<file path="config.mk">
export PLATFORM = sky130hd
export DESIGN_NAME = prediction_chooser
export DESIGN_NICKNAME = d
export VERILOG_FILES = /design/src/rtl/bp_pkg.sv /design/src/rtl/chooser_table.sv /design/src/rtl/prediction_chooser.sv
export SDC_FILE = /design/constraint.sdc
export NUM_CORES = 1
export LEC_CHECK = 0
export ABC_AREA = 1
export ABC_CLOCK_PERIOD_IN_PS = 2240
export CAP_MARGIN = 20
export CORE_MARGIN = 1
export CORE_UTILIZATION = 29
export CTS_CLUSTER_DIAMETER = 120
export DETAILED_ROUTE_END_ITERATION = 12
export PLACE_DENSITY = 0.48
export REMOVE_ABC_BUFFERS = 1
export SLEW_MARGIN = 20
export SYNTH_ARGS = -nofsm -noshare
export SYNTH_HDL_FRONTEND = slang
export SYNTH_SLANG_ARGS = --single-unit
</file>
<file path="constraint.sdc">
create_clock -name clk -period 2.24 [get_ports clk]
set_clock_uncertainty 0.1 [all_clocks]
set_input_delay 0.336 -clock clk [delete_from_list [all_inputs] [get_ports clk]]
set_output_delay 0.336 -clock clk [all_outputs]
set_load 0.02 [all_outputs]
</file>
<file path="src/rtl/bp_pkg.sv">
// rtl/bp_pkg.sv - shared widths, pipeline stage type and saturating step helper
//
// Purpose: constants and helpers shared by the prediction chooser and its
// chooser table. No ports (package).
package bp_pkg;

  localparam int JSCW_DEFAULT = 2;  // HP/LP counter width
  localparam int CIW_DEFAULT  = 8;  // log2 chooser table depth
  localparam int CCW_DEFAULT  = 2;  // chooser counter width
  localparam logic [CCW_DEFAULT-1:0] CHOOSER_INIT_DEFAULT = 2'b10;  // weakly HP

  // Working width of sat_step; covers the chooser entries and the 16-bit
  // mispredict counter alike.
  localparam int SAT_W = 32;

  // One IF/ID/EX pipeline slot.
  typedef struct packed {
    logic hp_taken;
    logic lp_taken;
    logic sel;       // 1: prediction came from HP
    logic pred;
    logic valid;
  } stage_t;

  // Saturating +1 (up = 1) or -1 (up = 0) for a counter that occupies the
  // low 'width' bits of 'count'.
  function automatic logic [SAT_W-1:0] sat_step(input logic [SAT_W-1:0] count,
                                                input logic             up,
                                                input int unsigned      width);
    logic [SAT_W-1:0] max_val;
    max_val = {SAT_W{1'b1}} >> (SAT_W - width);
    if (up) begin
      return (count == max_val) ? count : count + SAT_W'(1);
    end
    return (count == '0) ? count : count - SAT_W'(1);
  endfunction

endpackage

</file>
<file path="src/rtl/chooser_table.sv">
// rtl/chooser_table.sv - flop-array chooser table, one read port, one saturating update port
//
// Purpose: holds one saturating chooser counter per table index.
// Ports:
//   clk, rst_n : clock, async active-low reset (all entries -> INIT_VALUE)
//   rd_idx     : combinational read index
//   rd_data    : entry at rd_idx (pre-update value during a same-index write)
//   wr_en      : apply a saturating step to entry wr_idx at the clock edge
//   wr_idx     : update index
//   wr_up      : 1 = step toward HP (+1), 0 = step toward LP (-1)
module chooser_table
  import bp_pkg::*;
#(
  parameter int INDEX_WIDTH   = CIW_DEFAULT,
  parameter int COUNTER_WIDTH = CCW_DEFAULT,
  parameter logic [COUNTER_WIDTH-1:0] INIT_VALUE = CHOOSER_INIT_DEFAULT
) (
  input  logic                     clk,
  input  logic                     rst_n,
  input  logic [INDEX_WIDTH-1:0]   rd_idx,
  output logic [COUNTER_WIDTH-1:0] rd_data,
  input  logic                     wr_en,
  input  logic [INDEX_WIDTH-1:0]   wr_idx,
  input  logic                     wr_up
);

  localparam int DEPTH = 1 << INDEX_WIDTH;

  logic [COUNTER_WIDTH-1:0] entry_q [DEPTH];
  logic [COUNTER_WIDTH-1:0] next_entry;

  assign rd_data    = entry_q[rd_idx];
  assign next_entry = COUNTER_WIDTH'(sat_step(SAT_W'(entry_q[wr_idx]), wr_up, COUNTER_WIDTH));

  always_ff @(posedge clk or negedge rst_n) begin
    if (!rst_n) begin
      for (int i = 0; i < DEPTH; i++) begin
        entry_q[i] <= INIT_VALUE;
      end
    end else if (wr_en) begin
      entry_q[wr_idx] <= next_entry;
    end
  end

endmodule

</file>
<file path="src/rtl/prediction_chooser.sv">
// rtl/prediction_chooser.sv - tournament chooser between global (HP) and local (LP) predictors
//
// Purpose: picks HP or LP per PC in IF, carries the three predictions to EX,
// flags mispredictions there and trains the chooser from the resolved outcome.
// Ports:
//   clk, rst_n         : clock, async active-low reset
//   PL_stall           : hold ID/EX registers, table and counter
//   flush              : kill ID and EX entries at the next edge (beats stall)
//   pc, pc_ex          : IF read PC / EX update PC
//   HP_count, LP_count : predictor counters for pc (MSB = taken)
//   resolve_en         : EX instruction is a conditional branch resolved now
//   branch_taken       : actual outcome
//   predict_taken      : IF prediction (combinational)
//   predict_taken_ex   : prediction carried to EX
//   select_hp_ex       : EX prediction came from HP
//   mispredict_ex      : valid resolved EX branch whose prediction was wrong
//   mispredict_cnt     : saturating mispredict count
module prediction_chooser
  import bp_pkg::*;
#(
  parameter int JUMP_STATUS_COUNTER_WIDTH = JSCW_DEFAULT,
  parameter int CHOOSER_INDEX_WIDTH       = CIW_DEFAULT,
  parameter int CHOOSER_COUNTER_WIDTH     = CCW_DEFAULT,
  parameter logic [CHOOSER_COUNTER_WIDTH-1:0] CHOOSER_INIT_VALUE = CHOOSER_INIT_DEFAULT
) (
  input  logic                                 clk,
  input  logic                                 rst_n,
  input  logic                                 PL_stall,
  input  logic                                 flush,
  input  logic [31:0]                          pc,
  input  logic [31:0]                          pc_ex,
  input  logic [JUMP_STATUS_COUNTER_WIDTH-1:0] HP_count,
  input  logic [JUMP_STATUS_COUNTER_WIDTH-1:0] LP_count,
  input  logic                                 resolve_en,
  input  logic                                 branch_taken,
  output logic                                 predict_taken,
  output logic                                 predict_taken_ex,
  output logic                                 select_hp_ex,
  output logic                                 mispredict_ex,
  output logic [15:0]                          mispredict_cnt
);

  logic [CHOOSER_INDEX_WIDTH-1:0]   rd_idx;
  logic [CHOOSER_INDEX_WIDTH-1:0]   wr_idx;
  logic [CHOOSER_COUNTER_WIDTH-1:0] rd_entry;
  logic                             hp_msb;
  logic                             lp_msb;
  logic                             sel_if;
  stage_t                           if_s;
  stage_t                           id_q;
  stage_t                           ex_q;
  logic                             ex_active;
  logic                             hp_ok;
  logic                             lp_ok;
  logic                             train_en;
  logic                             unused_inputs;

  // Only the word-index bits and the counter MSBs matter here.
  assign unused_inputs = ^{pc, pc_ex, HP_count, LP_count};

  assign rd_idx = pc[CHOOSER_INDEX_WIDTH+1:2];
  assign wr_idx = pc_ex[CHOOSER_INDEX_WIDTH+1:2];

  assign hp_msb        = HP_count[JUMP_STATUS_COUNTER_WIDTH-1];
  assign lp_msb        = LP_count[JUMP_STATUS_COUNTER_WIDTH-1];
  assign sel_if        = rd_entry[CHOOSER_COUNTER_WIDTH-1];
  assign predict_taken = sel_if ? hp_msb : lp_msb;

  assign if_s = '{hp_taken: hp_msb, lp_taken: lp_msb, sel: sel_if,
                  pred: predict_taken, valid: 1'b1};

  chooser_table #(
    .INDEX_WIDTH  (CHOOSER_INDEX_WIDTH),
    .COUNTER_WIDTH(CHOOSER_COUNTER_WIDTH),
    .INIT_VALUE   (CHOOSER_INIT_VALUE)
  ) u_table (
    .clk    (clk),
    .rst_n  (rst_n),
    .rd_idx (rd_idx),
    .rd_data(rd_entry),
    .wr_en  (train_en),
    .wr_idx (wr_idx),
    .wr_up  (hp_ok)
  );

  // The later flush assignment overrides the valid bits loaded or held above,
  // so a flush wins over both advance and stall.
  always_ff @(posedge clk or negedge rst_n) begin
    if (!rst_n) begin
      id_q <= '0;
      ex_q <= '0;
    end else begin
      if (!PL_stall) begin
        id_q <= if_s;
        ex_q <= id_q;
      end
      if (flush) begin
        id_q.valid <= 1'b0;
        ex_q.valid <= 1'b0;
      end
    end
  end

  assign predict_taken_ex = ex_q.pred;
  assign select_hp_ex     = ex_q.sel;

  assign ex_active     = resolve_en && ex_q.valid;
  assign mispredict_ex = ex_active && (ex_q.pred != branch_taken);

  // Move the chooser only when exactly one predictor was right; flush does
  // not suppress training of the entry currently in EX.
  assign hp_ok    = (ex_q.hp_taken == branch_taken);
  assign lp_ok    = (ex_q.lp_taken == branch_taken);
  assign train_en = ex_active && !PL_stall && (hp_ok != lp_ok);

  always_ff @(posedge clk or negedge rst_n) begin
    if (!rst_n) begin
      mispredict_cnt <= '0;
    end else if (mispredict_ex && !PL_stall) begin
      mispredict_cnt <= 16'(sat_step(SAT_W'(mispredict_cnt), 1'b1, 16));
    end
  end

endmodule

</file>
==> flow_summary.toml, run 1 <==
[outcome]
status = "complete, but fails checks"
violations = "setup timing"

[clock_tree]
clock_path_buffers = 3
htree_levels = 3
clkSinkCount = 538
clkLatencyLatePin_ns = 0.66
numCtsBuffers = 70
path_clk_slew_ns = 0.06
cts_tree = "yes"
root_buffer = "clkbuf_16"

[final_layout]
fillers = 11000
areaGrowthSynthToFinish_pct = 49.7
final_core_util_pct = 44.0
diodes = 0
final_cells = 6975
nets = 5518
drive_gt1_share_pct = 33.2

[timing]
tightestPinTransition_ns = 0.606
slew_headroom_pct = 59.6
min_period_over_period_pct = 134
slew_violations = 0
hold_viol_final = 0
period_needed_ns = 3.00
max_freq_ghz = 0.334
fin_ws_ns = -0.757
rsz0062_at_grt = "true"
setup_viol = 514
fin_tns_setup_ns = -291.25

[power_and_ir_drop]
p_seq_share_pct = 37.1
p_leak_nw = 22.1
power_density_nw_per_um2 = 553
swShare_pct = 29.8
clkPwrFrac_pct = 42.3
internal_power_mw = 18.7
power.switching_mw = 7.92
power_mw = 26.6
p_comb_share_pct = 20.7
ir_drop_mv = 0.504

[detailed_routing]
drt_wl_total_mm = 156
dr.first_iter.drc_count = 3386
drtPass1Iterations = 5
avgViaCountPerCell = 5.11
num_vias = 35700
ant_nets = 0
wl_per_cell_um = 22.3
drc = 0

[worst_setup_path]
start_kind = "flop"
r2r_setup_slack_ns = -0.72
arrival_ns = 2.56
crit_required_ns = 1.80
critPathKind = "reg2out"
cp-startpoint = "u_table.entry_q[111]"
crit_path_end_kind = "output pin"
critPathMaxFanout = 2
r2r-start = "u_table.entry_q[341]"

[grt]
grt-ovfl-total = 0
antenna_found_initial = 0
grt_usage_pct = 27.1
grt_max_degree = 54
first_global_vias = 34400
grt_pass1_wl_mm = 227

[run]
drv_cap = 0

[floorplan]
start_util_pct = 29.4
die_width_um = 335
rows = 121
ios = 94
core_um2 = 109000
die-area_um2 = 112000
die_height_um = 335

[synthesis]
yosys_warnings = 0
yosysSeqAreaShare_pct = 42.9
synth_seq_cells = 538
yosys.cell_types.count = 35
syn-cell-area_um2 = 32100
syn_inst = 4703
avgSynthCellArea_um2 = 6.83

[place]
io_buffers = 43
dp_slack_ns = -1.62
placed_cells_incl_taps = 6709
dp_hpwl_mm = 92.3
gp_congestion = 0.913

[worst_hold_path]
hp-start = "flush"
hold_path.class = "in2reg"
what timing repair did:
action	CTS	global route
pin swaps	196	108
setup endpoints to repair	516	517
gates resized for setup	495	236
buffers inserted	51	15
cloned	80	16
hold buffers	1	0
endpoints found under the hold margin	36	0
layout make-up:
type	instances	area (µm²)	share of cell area, %
inverter	370	1410	2.92
tap	1476	1850	3.84
clock inverter	11	70.1	0.146
multi-input combinational	3493	17600	36.6
clock buffer	117	2120	4.41
sequential	538	13800	28.7
timing repair buffer	970	11200	23.4
critical path, stage by stage, from the launching register on:
cell,delay [ns]
dfstp_2,0.53
inv_1,0.06
o21ai_0,0.19
nand3_1,0.14
nand3_1,0.14
nand3_1,0.09
nand2_1,0.06
nand2_1,0.06
nand3_2,0.09
nand3_4,0.13
nand2_4,0.11
nand2_2,0.05
and2_4,0.13
buf_6,0.12
flip-flops by register name, indices dropped and copies added (netlist names):
| name | count |
|---|---|
| mispredict_cnt | 16 |
| predict_taken_ex | 1 |
| ex_q | 3 |
| id_q | 5 |
| u_table.entry_q | 512 |
| select_hp_ex | 1 |
synthesized netlist by cell type (all sizes together):
| master | number | share of area, % |
|---|---|---|
| o21ai | 121 | 1.9 |
| dfstp | 256 | 21 |
| nand3b | 3 | 0.070 |
| clkbuf | 111 | 1.3 |
| dfrtp | 282 | 22 |
| xnor2 | 10 | 0.27 |
| nor2 | 102 | 1.2 |
| mux2 | 1 | 0.035 |
| o22ai | 1 | 0.019 |
| nor3 | 244 | 3.8 |
| buf | 191 | 3.9 |
| and2 | 1 | 0.019 |
| nand4 | 63 | 1.2 |
| nand2 | 2141 | 25 |
| nor3b | 2 | 0.047 |
| a31oi | 1 | 0.019 |
| ha | 1 | 0.039 |
| a21oi | 52 | 0.81 |
| o21bai | 2 | 0.047 |
| nand3 | 733 | 13 |
| xor2 | 7 | 0.19 |
| a22oi | 8 | 0.20 |
| inv | 370 | 4.3 |
power by group through the flow:
stage	Sequential [mW]	Combinational (mW)	Clock, mW
after floorplan	10.0	0.751	0
after global placement	10.0	3.00	0
after detailed placement	10.0	2.98	0
after CTS	9.85	5.44	11.4
after global routing	9.86	5.61	11.8
final	9.85	5.49	11.2
kinds of logic (layout without fill, tap and decap cells):
family          count (synthesis)  count (layout)  share of synthesized area, %
compound gates                185             185                          2.98
xor+xnor                       17              17                         0.463
fa+ha+maj                       1               1                        0.0389
buf+inv                       672            1468                          9.49
flops                         538             538                          42.9
mux                             1               1                        0.0350
simple gates                 3289            3289                          44.1
stage by stage:
stage | cell area [µm²] | hold WS [ns]
after global placement | 40300 | 0.247
final | 48100 | 0.185
after floorplan | 30500 | -0.0596
after CTS | 47300 | 0.146
after detailed placement | 40300 | 0.250
after global routing | 48100 | 0.195
metal layers:
layer | vias to the layer above | track usage [%] | routed length (µm)
li1 | 16500 | - | -
met1 | 17500 | 37.2 | 67900
met2 | 1423 | 42.5 | 69500
met3 | 277 | 4.34 | 12300
met4 | 0 | 10.4 | 5890
met5 | - | 0 | 0
cell usage in the layout, fill, tap and decap left out, types with 10 or more instances in the layout:
cell type / count
nand2_1: 2094
buf_4: 649
nand3_2: 417
inv_1: 358
nand3_1: 295
dfrtp_1: 282
dfstp_2: 256
nor3_1: 244
buf_12: 148
nor2_1: 94
clkbuf_16: 85
buf_16: 79
nand4_1: 63
a21oi_1: 51
o21ai_0: 49
o21ai_1: 42
nand2_2: 42
buf_6: 35
clkdlybuf4s50_1: 35
clkbuf_1: 31
o21ai_2: 25
nand3_4: 21
clkbuf_8: 13
xnor2_1: 10
final timing paths:
| check | end | cells after the start |
|---|---|---|
| worst max register to register | u_table.entry_q[160] | 21 |
| worst min register to register | u_table.entry_q[219] | 2 |
| min in group asynchronous | mispredict_cnt[7] | 2 |
| max in group asynchronous | u_table.entry_q[219] | 3 |
| worst max-delay path | predict_taken | 13 |
| worst min-delay path | id_q[0] | 2 |
No activity file was read; power rests on OpenSTA's default activity.
==> inputs of run 2 (changes only) <==
--- a/config.mk
+++ b/config.mk
@@ -13,6 +13,7 @@
 export CTS_CLUSTER_DIAMETER = 120
 export DETAILED_ROUTE_END_ITERATION = 12
 export PLACE_DENSITY = 0.48
+export RECOVER_POWER = 25
 export REMOVE_ABC_BUFFERS = 1
 export SLEW_MARGIN = 20
 export SYNTH_ARGS = -nofsm -noshare
==> flow_summary.toml, run 2 (same netlist as run 1, synthesis figures left out) <==
[final_layout]
seqCellArea_um2 = 13800
multi_input_area_um2 = 17600
areaGrowthSynthToFinish_pct = 49.5
drive_gt1_share_pct = 33.2
nets = 5518
diodes = 0
reg_top3 = "u_table.entry_q: 512 flops, mispredict_cnt: 16 flops, id_q: 5 flops"
fillers = 11000
most-common-layout-cells = "2,094 x nand2_1, 639 x buf_4, 417 x nand3_2"
final_common_cell = "nand2_1"
final_core_util_pct = 43.9
regMostFlops = "u_table.entry_q"
largest_reg_flops = 512

[worst_setup_path]
critPathKind = "reg2out"
cpMaxStageDelayCell = "dfstp_2"
critPathMaxFanout = 2
crit_required_ns = 1.80
path_depth = 14
start_kind = "flop"
crit_path_end_kind = "output pin"
max_stage_delay_ns = 0.53
arrival_ns = 2.56
crit_chain = "inv_1 -> o21ai_1 -> nand3_1 -> nand3_2 -> nand3_2 -> nand2_1 -> nand2_1 -> nand2_1 -> nand3b_1 -> buf_6 -> nand2_4 -> nand2_2 -> and2_4 -> buf_6"
cp_top_family = "simple AND/OR/NAND/NOR gates"
crit_buf_inv = 3
r2r.worst_path.cells = 21
cp_common_cell = "nand2_1"

[clock_tree]
clkSinkCount = 538
clkLatencyLatePin_ns = 0.66
path_clk_slew_ns = 0.05
root_buffer = "clkbuf_16"
numCtsBuffers = 70
clock_path_buffers = 3
htree_levels = 3
cts_tree = "yes"

[timing]
tightestPinTransition_ns = 1.91
period_needed_ns = 3.00
setup_viol = 514
max_freq_ghz = 0.334
fin_tns_setup_ns = -290.40
min_period_over_period_pct = 134
slew_violations = 45
rsz0062_at_grt = "true"
fin_ws_ns = -0.758
slew_headroom_pct = -27.6
hold_viol_final = 0

[place]
dp_hpwl_mm = 92.3
dp_slack_ns = -1.62
gp_congestion = 0.913
io_buffers = 43

[outcome]
status = "complete, but fails checks"
violations = "capacitance limit, slew limit, setup timing"

[floorplan]
start_util_pct = 29.4
die_width_um = 335
die-area_um2 = 112000
die_height_um = 335
rows = 121
ios = 94
core_um2 = 109000

[detailed_routing]
num_vias = 35600
ant_nets = 0
dr.first_iter.drc_count = 3419
wl_per_cell_um = 22.3
drtPass1Iterations = 6
avgViaCountPerCell = 5.10
drc = 0
drt_wl_total_mm = 156

[power_and_ir_drop]
power_mw = 26.6
ir_drop_mv = 0.504
p_leak_nw = 22.1
power_density_nw_per_um2 = 553

[grt]
grt-ovfl-total = 0
grt_max_degree = 54
first_global_vias = 34400
grt_pass1_wl_mm = 227
antenna_found_initial = 0
grt_usage_pct = 27.1

[worst_hold_path]
hold-path-cell-count = 2
hold_path.class = "in2reg"

[run]
drv_cap = 1
## run 2: final cells by class
class,instances,area share (%)
Tap cell,1476,3.84
Clock inverter,11,0.146
Sequential cell,538,28.7
Multi-Input combinational cell,3493,36.7
Timing Repair Buffer,970,23.3
Clock buffer,117,4.42
Inverter,370,2.93
## run 2: path summary, 6_finish.rpt
check	slack (ns)	end	from
worst min-delay path	0.18	id_q[0]	flush
max in group asynchronous	0.08	u_table.entry_q[207]	rst_n
worst min register to register	0.36	u_table.entry_q[219]	u_table.entry_q[219]
worst max register to register	-0.71	u_table.entry_q[160]	u_table.entry_q[341]
min in group asynchronous	0.69	mispredict_cnt[7]	rst_n
worst max-delay path	-0.76	predict_taken	u_table.entry_q[431]
## run 2: power by group
group	switching (mW)	internal (mW)	leakage, nW	total [mW]
clock network	4.79	6.45	1.08	11.2
registers	0.0434	9.81	6.55	9.85
logic	3.09	2.39	14.5	5.48
## run 2: layer usage
metal	track usage, %	wire length [µm]
met1	37.2	68000
met2	42.5	69400
met3	4.34	12300
met4	10.4	5940
met5	0	0
## run 2: repair_timing
action / 4_1_cts / 5_1_grt
hold buffers: 1 / 0
gates cloned: 80 / 16
setup endpoints to repair: 516 / 517
endpoints found under the hold margin: 36 / 0
pin swaps: 196 / 108
resized for setup: 495 / 236
buffers inserted: 51 / 15
## run 2: per-stage QoR
step / std cells / cell area, µm² / hold WS [ns]
global route: 6975 / 48000 / 0.195
detailed placement: 6709 / 40300 / 0.250
global placement: 6709 / 40300 / 0.247
CTS: 6967 / 47300 / 0.146
finish: 6975 / 48000 / 0.183
floorplan: 4401 / 30500 / -0.0596
